--- config.mk ---
export PLATFORM = sky130hd
export DESIGN_NAME = thread_scheduler_flat
export DESIGN_NICKNAME = d
export VERILOG_FILES = /design/src/rtl/thread_scheduler_if.sv /design/src/rtl/thread_scheduler.sv /design/src/flat_wrapper.sv
export SDC_FILE = /design/constraint.sdc
export NUM_CORES = 1
export LEC_CHECK = 0
export ABC_AREA = 1
export CELL_PAD_IN_SITES_DETAIL_PLACEMENT = 1
export CELL_PAD_IN_SITES_GLOBAL_PLACEMENT = 2
export CORE_MARGIN = 4
export CORE_UTILIZATION = 22
export CTS_CLUSTER_DIAMETER = 30
export DETAILED_ROUTE_END_ITERATION = 6
export PLACE_DENSITY = 0.77
export SETUP_SLACK_MARGIN = 0.5
export SLEW_MARGIN = 20
export SYNTH_ARGS = -nofsm -noshare
export SYNTH_HDL_FRONTEND = slang
export SYNTH_SLANG_ARGS = --single-unit
--- constraint.sdc ---
create_clock -name clk -period 1.5 [get_ports clk]
set_input_delay 0.3 -clock clk [delete_from_list [all_inputs] [get_ports clk]]
set_output_delay 0.3 -clock clk [all_outputs]
set_load 0.02 [all_outputs]
--- src/rtl/thread_scheduler_if.sv ---
// Handshake bundle between the miss/refill reporters, the thread scheduler and IF.
// The slave modport is the scheduler's view; the master modport is the surrounding pipeline's view.
interface thread_scheduler_if #(
  parameter int unsigned NTHREADS = 4,
  parameter int unsigned TID_W    = 2
);
  logic [NTHREADS-1:0] ThreadEnable;
  logic                MissValid;
  logic [TID_W-1:0]    MissTID;
  logic                DoneValid;
  logic [TID_W-1:0]    DoneTID;
  logic                Hold;
  logic [TID_W-1:0]    nextthread;
  logic                ThreadValid;
  logic                SwitchAction;
  logic [NTHREADS-1:0] PendingMask;
  logic                AllStalled;

  modport master (
    output ThreadEnable, MissValid, MissTID, DoneValid, DoneTID, Hold,
    input  nextthread, ThreadValid, SwitchAction, PendingMask, AllStalled
  );

  modport slave (
    input  ThreadEnable, MissValid, MissTID, DoneValid, DoneTID, Hold,
    output nextthread, ThreadValid, SwitchAction, PendingMask, AllStalled
  );
endinterface

--- src/rtl/thread_scheduler.sv ---
// Switch-on-event fetch-thread selector with per-thread miss-pending tracking.
// Optional forced time-slice switching is built when QUANTUM_SWITCH_EN is defined.
module thread_scheduler #(
  parameter int unsigned NTHREADS = 4,
  parameter int unsigned TID_W    = 2,
  parameter int unsigned QUANTUM  = 16
) (
  input logic               clk,
  input logic               Reset,
  thread_scheduler_if.slave sif
);

  if (NTHREADS != (1 << TID_W) || QUANTUM == 0) begin : g_bad_cfg
    $error("thread_scheduler: NTHREADS must equal 2**TID_W and QUANTUM must be nonzero");
  end

  logic [NTHREADS-1:0] pend_q, pend_d;
  logic [NTHREADS-1:0] ready_n;
  logic [TID_W-1:0]    next_q, next_d;
  logic                valid_q, valid_d;
  logic                switch_q, switch_d;
  logic                stall_q, stall_d;
  logic                force_sw;
  logic                found;
  logic [TID_W-1:0]    cand;
  logic [TID_W-1:0]    idx;

  // Miss applied after done so a same-cycle miss wins over the completion.
  always_comb begin
    pend_d = pend_q;
    for (int i = 0; i < NTHREADS; i++) begin
      if (sif.DoneValid && (sif.DoneTID == TID_W'(i))) pend_d[i] = 1'b0;
      if (sif.MissValid && (sif.MissTID == TID_W'(i))) pend_d[i] = 1'b1;
    end
    ready_n = sif.ThreadEnable & ~pend_d;
  end

  // Round-robin search over the other threads, starting at cur+1 and wrapping.
  always_comb begin
    found = 1'b0;
    cand  = next_q;
    idx   = next_q;
    for (int k = 1; k < NTHREADS; k++) begin
      idx = next_q + TID_W'(k);
      if (!found && ready_n[idx]) begin
        found = 1'b1;
        cand  = idx;
      end
    end
  end

`ifdef QUANTUM_SWITCH_EN
  localparam int unsigned QW = (QUANTUM > 1) ? $clog2(QUANTUM) : 1;

  logic [QW-1:0] qcnt_q, qcnt_d;

  assign force_sw = valid_q && !sif.Hold && (qcnt_q == QW'(QUANTUM - 1));

  always_comb begin
    qcnt_d = qcnt_q;
    if ((next_d != next_q) || force_sw) begin
      qcnt_d = '0;
    end else if (valid_q && !sif.Hold) begin
      qcnt_d = qcnt_q + QW'(1);
    end
  end

  always_ff @(posedge clk or posedge Reset) begin
    if (Reset) begin
      qcnt_q <= '0;
    end else begin
      qcnt_q <= qcnt_d;
    end
  end
`else
  assign force_sw = 1'b0;
`endif

  // With no other ready thread the current one is kept, even on a forced switch.
  always_comb begin
    next_d = next_q;
    if (!sif.Hold && (!ready_n[next_q] || force_sw) && found) begin
      next_d = cand;
    end
    valid_d  = ready_n[next_d];
    stall_d  = ~|ready_n;
    switch_d = (next_d != next_q);
  end

  always_ff @(posedge clk or posedge Reset) begin
    if (Reset) begin
      pend_q   <= '0;
      next_q   <= '0;
      valid_q  <= 1'b0;
      switch_q <= 1'b0;
      stall_q  <= 1'b0;
    end else begin
      pend_q   <= pend_d;
      next_q   <= next_d;
      valid_q  <= valid_d;
      switch_q <= switch_d;
      stall_q  <= stall_d;
    end
  end

  assign sif.nextthread   = next_q;
  assign sif.ThreadValid  = valid_q;
  assign sif.SwitchAction = switch_q;
  assign sif.PendingMask  = pend_q;
  assign sif.AllStalled   = stall_q;

endmodule

--- src/flat_wrapper.sv ---
// flat-port wrapper written by rule: the top's interface ports become plain ports
module thread_scheduler_flat 
#(
  parameter int unsigned NTHREADS = 4,
  parameter int unsigned TID_W    = 2,
  parameter int unsigned QUANTUM  = 16
)
  (clk, Reset, sif_ThreadEnable, sif_MissValid, sif_MissTID, sif_DoneValid, sif_DoneTID, sif_Hold, sif_nextthread, sif_ThreadValid, sif_SwitchAction, sif_PendingMask, sif_AllStalled);
  thread_scheduler_if #(.NTHREADS(NTHREADS), .TID_W(TID_W)) sif_i ();
  input logic clk;
  input logic Reset;
  input wire logic [$bits(sif_i.ThreadEnable)-1:0] sif_ThreadEnable;
  input wire logic [$bits(sif_i.MissValid)-1:0] sif_MissValid;
  input wire logic [$bits(sif_i.MissTID)-1:0] sif_MissTID;
  input wire logic [$bits(sif_i.DoneValid)-1:0] sif_DoneValid;
  input wire logic [$bits(sif_i.DoneTID)-1:0] sif_DoneTID;
  input wire logic [$bits(sif_i.Hold)-1:0] sif_Hold;
  output wire logic [$bits(sif_i.nextthread)-1:0] sif_nextthread;
  output wire logic [$bits(sif_i.ThreadValid)-1:0] sif_ThreadValid;
  output wire logic [$bits(sif_i.SwitchAction)-1:0] sif_SwitchAction;
  output wire logic [$bits(sif_i.PendingMask)-1:0] sif_PendingMask;
  output wire logic [$bits(sif_i.AllStalled)-1:0] sif_AllStalled;
  assign sif_i.ThreadEnable = sif_ThreadEnable;
  assign sif_i.MissValid = sif_MissValid;
  assign sif_i.MissTID = sif_MissTID;
  assign sif_i.DoneValid = sif_DoneValid;
  assign sif_i.DoneTID = sif_DoneTID;
  assign sif_i.Hold = sif_Hold;
  assign sif_nextthread = sif_i.nextthread;
  assign sif_ThreadValid = sif_i.ThreadValid;
  assign sif_SwitchAction = sif_i.SwitchAction;
  assign sif_PendingMask = sif_i.PendingMask;
  assign sif_AllStalled = sif_i.AllStalled;
  thread_scheduler #(.NTHREADS(NTHREADS), .TID_W(TID_W), .QUANTUM(QUANTUM)) u_core (.clk(clk), .Reset(Reset), .sif(sif_i));
endmodule
==> results_dict.tcl, run 1 <==
set metrics [dict create \
    final_core_utilization_pct 44.6 \
    path_cells "inv_4 -> nand4_1 -> nand3_2 -> nand2_4 -> nand3_4 -> nand4_1 -> nand2_1 -> nand2_1 -> nand3_2 -> nand2_1" \
    fillCellCount 345 \
    max_cap_violations 0 \
    tightest_slew_margin_relative_to_the_limit_pct 75.3 \
    crit_path_max_fanout 7 \
    synth_warnings 0 \
    fin_nets 152 \
    maxClockFrequency_mhz 587 \
    io_buffer_count 21 \
    hold_class "in2async" \
    syn_nets 103 \
    setup.worst_path.start_class "flop" \
    initial_core_util_pct 24.0 \
    cell_area_after_synthesis_sq_um 684 \
    core_area_sq_mm 0.00285 \
    ctsLongestPathBuffers 2 \
    cts.sinks 9 \
    setup-violations-final 4 \
    h-tree-depth 1 \
    req_time_crit_path_ps 1650 \
    cts_tree "yes" \
    vdd_drop_max_mv 0.597 \
    detailedRoute.firstIterationViolations 20 \
    worst_ep_arrival_time_ps 1850 \
    start_to_end_type_of_the_worst_setup_path "reg2reg" \
    grt_start_max_net_pins 10 \
    placed_cells_incl_taps 153 \
    first_drt_pass_iteration_count 4 \
    min_period_over_period_pct 114 \
    total_power_w 0.00250 \
    power.density_mw_per_mm2 1960 \
    initial_antenna_violation_count 0 \
    place_ws_ps -651 \
    violations "setup timing" \
    synth_seq_area_share_pct 32.9 \
    timing_max_transition_violations_final 0 \
    r2r-start "u_core.sif.nextthread[0]$_DFF_PP0_" \
    critical_path.endpoint_type "flop" \
    worst_slew_pin_slew_ps 370 \
    route.vias.total 840 \
    drtAntennaViolNets 0 \
    crit_path_max_incr_delay_ps 500 \
    globalRouteOverflowTotal 0 \
    worst_setup_hold_path_clk_slew_ps 80 \
    final_cell_count_no_fill 169 \
    finalClockSkew_ps 19.5 \
    vias_per_cell 4.97 \
    synthDistinctLibCells 18 \
    top_level_pins 22 \
    rsz0062_at_grt "yes" \
    detailedPlacementHpwl_microns 1920 \
    grt_usage_pct 12.8 \
    hold_viol_final 0 \
    synth_cells 90 \
    drc 0 \
    area_growth_pct 85.9 \
    cts-root-buf "sky130_fd_sc_hd__clkbuf_4" \
    place.gp.congestion 0.771 \
    crit_start "u_core.sif.nextthread[0]$_DFF_PP0_" \
    synth.avg_cell_area_sq_um 7.60 \
    numCtsBuffers 3 \
    slowest_stage_cell_on_the_critical_path "sky130_fd_sc_hd__dfrtp_2" \
    vias_in_the_first_global_route 874 \
    chipHeight_microns 63.8 \
    yosys_register_bits 9 \
    static-leakage-power_nw 0.613 \
    insertion_delay_ps 280 \
    global_route_wire_length_before_repair_microns 4020 \
    drive_gt1_share_pct 58.7 \
    critical_path.n_buffers_inverters 1 \
    detail_route.wirelength_microns 2580 \
    fp.dieW_microns 63.8 \
    final_critical_path_setup_slack_ps -203 \
    fp-row-count 19 \
    outcome "finished with violations" \
    critical-path-top-delay-family "simple AND/OR/NAND/NOR gates" \
    layout_min_cycle_time_ps 1700 \
    dieArea_sq_mm 0.00407 \
    post_drt_wl_per_cell_microns 15.3 \
    insertedDiodeCount 0 \
    timing.critical_path.mode_cell "sky130_fd_sc_hd__nand2_1" \
]
[registers in the layout, indices dropped and copies added (netlist names)]
register and count:
u_core.sif.AllStalled 1, u_core.sif.PendingMask 4, u_core.sif.nextthread 2, u_core.sif.SwitchAction 1, u_core.sif.ThreadValid 1
[final timing paths]
kind,endpoint,slack (ps),depth (start not counted)
setup / recovery,u_core.sif.ThreadValid$_DFF_PP0_,-200,10
hold / removal,u_core.sif.PendingMask[0]$_DFF_PP0_,290,2
setup reg to reg,u_core.sif.ThreadValid$_DFF_PP0_,-200,10
hold reg to reg,u_core.sif.PendingMask[3]$_DFF_PP0_,700,3
max in group asynchronous,u_core.sif.nextthread[1]$_DFF_PP0_,890,2
min in group clk,u_core.sif.PendingMask[3]$_DFF_PP0_,440,4
[cells in the mapped netlist (all sizes together)]
library cell   n  area [sq um]
nand3         30           178
nand2         21          96.3
inv           11          41.3
nand4         10          75.1
dfrtp          9           225
nor2           3          11.3
a21oi          2          13.8
a21o           1          7.51
buf            1          11.3
o21ai          1          8.76
xnor2          1          16.3
[power breakdown]
group	switching (W)	internal, W	total, W
sequential	0.000125	0.000325	0.000450
combinational	0.000968	0.000875	0.00184
clock	0.000100	0.000103	0.000203
[per-layer routing]
metal  share of wire (%)  global-route usage, %
met1                  43                   15.4
met2                  53                   21.5
met3                 2.2                   2.28
met4                 1.8                   7.28
met5                   0                      0
[layout make-up]
cell class              instances  area [sq um]  area share [%]
multi-input cells              69           533            41.9
repair buffers                 45           403            31.7
flip-flops and latches          9           228            17.9
inverters                      11          43.8            3.44
well taps                      31          38.8            3.05
clock buffers                   4          26.3            2.06
[metrics by stage]
stage / area (sq um) / TNS, ps / hold WS (ps)
finish: 1270 / -557 / 293
global route: 1270 / -993 / 334
CTS: 1170 / -317 / 305
detailed placement: 1040 / -2080 / 599
global placement: 1040 / -1790 / 573
floorplan: 714 / -55.5 / 128
[logic make-up (layout without fill, tap and decap cells)]
kind of cell / after synthesis / count (layout) / share of synthesized area, %
XOR/XNOR: 1 / 1 / 2.38
AND/OR/NAND/NOR: 64 / 64 / 52.7
flip-flops: 9 / 9 / 32.9
AO/OA/AOI/OAI: 4 / 4 / 4.39
buffers and inverters: 12 / 60 / 7.68
[repair_timing]
item | in CTS | in global routing
setup endpoints to repair | 18 | 14
pin swaps | 15 | 14
cloned | 0 | 0
hold buffers | 0 | 0
endpoints found under the hold margin | 0 | 0
gates resized for setup | 72 | 27
setup buffers | 7 | 5
[worst reg2reg max path: cells and delay by family, from the launching register on]
kind / cells / cell delay [ps]
simple gates: 9 / 950
flops: 1 / 500
buf+inv: 1 / 130
[layout by cell type, fill, tap and decap left out]
cell type and n:
sky130_fd_sc_hd__a21o_1 1, sky130_fd_sc_hd__a21oi_1 1, sky130_fd_sc_hd__a21oi_4 1, sky130_fd_sc_hd__buf_12 1
sky130_fd_sc_hd__buf_4 18, sky130_fd_sc_hd__buf_6 13, sky130_fd_sc_hd__clkbuf_1 1, sky130_fd_sc_hd__clkbuf_2 6
sky130_fd_sc_hd__clkbuf_4 3, sky130_fd_sc_hd__clkdlybuf4s15_2 1, sky130_fd_sc_hd__clkdlybuf4s50_1 6, sky130_fd_sc_hd__dfrtp_1 7
sky130_fd_sc_hd__dfrtp_2 2, sky130_fd_sc_hd__inv_1 4, sky130_fd_sc_hd__inv_2 6, sky130_fd_sc_hd__inv_4 1
sky130_fd_sc_hd__nand2_1 10, sky130_fd_sc_hd__nand2_2 8, sky130_fd_sc_hd__nand2_4 3, sky130_fd_sc_hd__nand3_1 16
sky130_fd_sc_hd__nand3_2 11, sky130_fd_sc_hd__nand3_4 3, sky130_fd_sc_hd__nand4_1 8, sky130_fd_sc_hd__nand4_4 2
sky130_fd_sc_hd__nor2_1 3, sky130_fd_sc_hd__o21ai_2 1, sky130_fd_sc_hd__xnor2_4 1
Note: power is estimated with default switching activity, not from simulation.
==> run 2: changes to the inputs <==
CORE_ASPECT_RATIO = 2   (was not set)
==> run 2 against run 1 <==
Sequential share of layout area increased by 1.0 points. Clock-buffer cell count is the same. Clock skew fell by 17 ps. Wire length down 8.0%. Largest cell class unchanged. Clock power grew 38%. Fmax is 0.16% higher. The flow still finishes with violations (setup timing). Critical path depth unchanged. Final cell count down 5.9%. Sequential power fell by 0.9%. Total power fell by 2.6%. Worst hold slack better by 36 ps.
==> results_dict.tcl, run 2 (synthesis results as in run 1) <==
set metrics [dict create \
    outcome "finished with violations" \
    violations "setup timing" \
    static-leakage-power_nw 0.579 \
    r2r-start "u_core.sif.nextthread[0]$_DFF_PP0_" \
    detail_route.wirelength_microns 2380 \
    first_drt_pass_iteration_count 4 \
    start_to_end_type_of_the_worst_setup_path "reg2reg" \
    crit_path_max_fanout 8 \
    setup-violations-final 2 \
    ctsLongestPathBuffers 2 \
    drive_gt1_share_pct 53.5 \
    globalRouteOverflowTotal 0 \
    insertedDiodeCount 0 \
    io_buffer_count 21 \
    grt_most_used_layer "met2" \
    grt_start_max_net_pins 10 \
    h-tree-depth 1 \
    fin_nets 143 \
    post_drt_wl_per_cell_microns 14.9 \
    most-common-layout-cells "16 x sky130_fd_sc_hd__nand3_1, 12 x sky130_fd_sc_hd__nand3_2, 12 x sky130_fd_sc_hd__buf_4" \
    largest_register_ff_count 4 \
    initial_core_util_pct 23.0 \
    core_area_sq_mm 0.00298 \
    initial_antenna_violation_count 0 \
    worstSetupEndpoint "u_core.sif.ThreadValid$_DFF_PP0_" \
    crit_path_max_incr_delay_ps 500 \
    critical_path.endpoint_type "flop" \
    vias_per_cell 4.96 \
    cts_tree "yes" \
    drtAntennaViolNets 0 \
    place_ws_ps -654 \
    cts.sinks 9 \
    layout_min_cycle_time_ps 1700 \
    req_time_crit_path_ps 1620 \
    numCtsBuffers 3 \
    register_to_register_setup_slack_ps -200 \
    stdcell_area_sq_mm 0.00120 \
    min_period_over_period_pct 113 \
    place.gp.congestion 0.745 \
    cts.hold.buffers_added 0 \
    critical-path-top-delay-family "simple AND/OR/NAND/NOR gates" \
    cts-root-buf "sky130_fd_sc_hd__clkbuf_8" \
    critical_path.n_buffers_inverters 2 \
    critical_path_cell_count 10 \
    power.density_mw_per_mm2 2020 \
    tightest_slew_margin_relative_to_the_limit_pct 77.5 \
    hold_ws_ps 329 \
    worst_setup_hold_path_clk_slew_ps 40 \
    chipHeight_microns 86.9 \
    fillCellCount 357 \
    r2r.worst_path.cells 10 \
    detailedRoute.firstIterationViolations 4 \
    max_cap_violations 0 \
    fp-row-count 28 \
    setup.worst_path.start_class "flop" \
    grt_usage_pct 13.9 \
    vdd_drop_max_mv 0.764 \
    finalClockSkew_ps 2.39 \
    vias_in_the_first_global_route 895 \
    place_area_sq_mm 0.00103 \
    slowest_stage_cell_on_the_critical_path "sky130_fd_sc_hd__dfrtp_2" \
    top_level_pins 22 \
    timing.rr.end "u_core.sif.ThreadValid$_DFF_PP0_" \
    timing.critical_path.mode_cell "sky130_fd_sc_hd__nand3_1" \
    path_cells "inv_4 -> nand4_1 -> nand3_1 -> nand2_2 -> inv_2 -> nand2_2 -> nand4_1 -> nand3_1 -> nand3_1 -> nand2_1" \
    crit_start "u_core.sif.nextthread[0]$_DFF_PP0_" \
    worst_slew_pin_slew_ps 337 \
    detailedPlacementHpwl_microns 1940 \
    met1_usage_pct 13.2 \
    met3_usage_pct 2.07 \
    area_growth_pct 75.9 \
    global_route_wire_length_before_repair_microns 4060 \
    dieArea_sq_mm 0.00412 \
    hold_viol_final 0 \
    insertion_delay_ps 230 \
    fp.dieW_microns 47.4 \
    rsz0062_at_grt "yes" \
    drc 0 \
    maxClockFrequency_mhz 588 \
    grt.met2_usage_pct 26.4 \
    hold_class "in2async" \
    final_critical_path_setup_slack_ps -200 \
    worst_ep_arrival_time_ps 1820 \
    timing_max_transition_violations_final 0 \
    route.vias.total 789 \
    final_common_cell "sky130_fd_sc_hd__nand3_1" \
]
## run 2: routing by layer
layer / share of wire [%] / routed length, microns / up-vias
li1: - / - / 396
met1: 31 / 734 / 372
met2: 65 / 1550 / 18
met3: 2.9 / 69 / 3
met4: 1.1 / 27 / 0
met5: 0 / 0 / -
## run 2: worst min path at each step
stage                                             start                                   to  cells after the start
finish                                            Reset  u_core.sif.PendingMask[0]$_DFF_PP0_                      2
global placement    u_core.sif.PendingMask[3]$_DFF_PP0_  u_core.sif.PendingMask[3]$_DFF_PP0_                      2
CTS                                               Reset  u_core.sif.PendingMask[0]$_DFF_PP0_                      2
global route                                      Reset  u_core.sif.PendingMask[0]$_DFF_PP0_                      2
floorplan                                         Reset      u_core.sif.AllStalled$_DFF_PP0_                      1
detailed placement  u_core.sif.PendingMask[2]$_DFF_PP0_  u_core.sif.PendingMask[2]$_DFF_PP0_                      2
## run 2: power breakdown
| part | total, W | leakage, nW | switching (W) | internal, W |
|---|---|---|---|---|
| logic | 0.00170 | 0.450 | 0.000916 | 0.000788 |
| clock network | 0.000280 | 0.0228 | 0.0000952 | 0.000185 |
| registers | 0.000446 | 0.106 | 0.000120 | 0.000326 |
| total | 0.00243 | 0.579 | 0.00113 | 0.00130 |
## run 2: what timing repair did
item | in CTS | in global routing
pin swaps | 12 | 13
resized for setup | 76 | 18
endpoints found under the setup margin | 17 | 14
buffers inserted | 3 | 2
## run 2: metrics by stage
stage	TNS, ps	cells	utilization (%)	power, W
2_1_floorplan	-55.5	90	-	0.00146
3_3_place_gp	-1920	150	34.5	0.00195
3_5_place_dp	-2130	150	34.5	0.00198
4_1_cts	-336	157	39.2	0.00240
5_1_grt	-648	159	40.4	0.00264
6_report	-332	159	40.4	0.00243
## run 2: layout make-up
cell class                      instances  area [sq um]  area share, %
Multi-Input combinational cell         69           526           43.7
Timing Repair Buffer                   36           324           26.9
Sequential cell                         9           228           18.9
Clock buffer                            4          45.0           3.74
Inverter                               11          43.8           3.64
Tap cell                               30          37.5           3.12
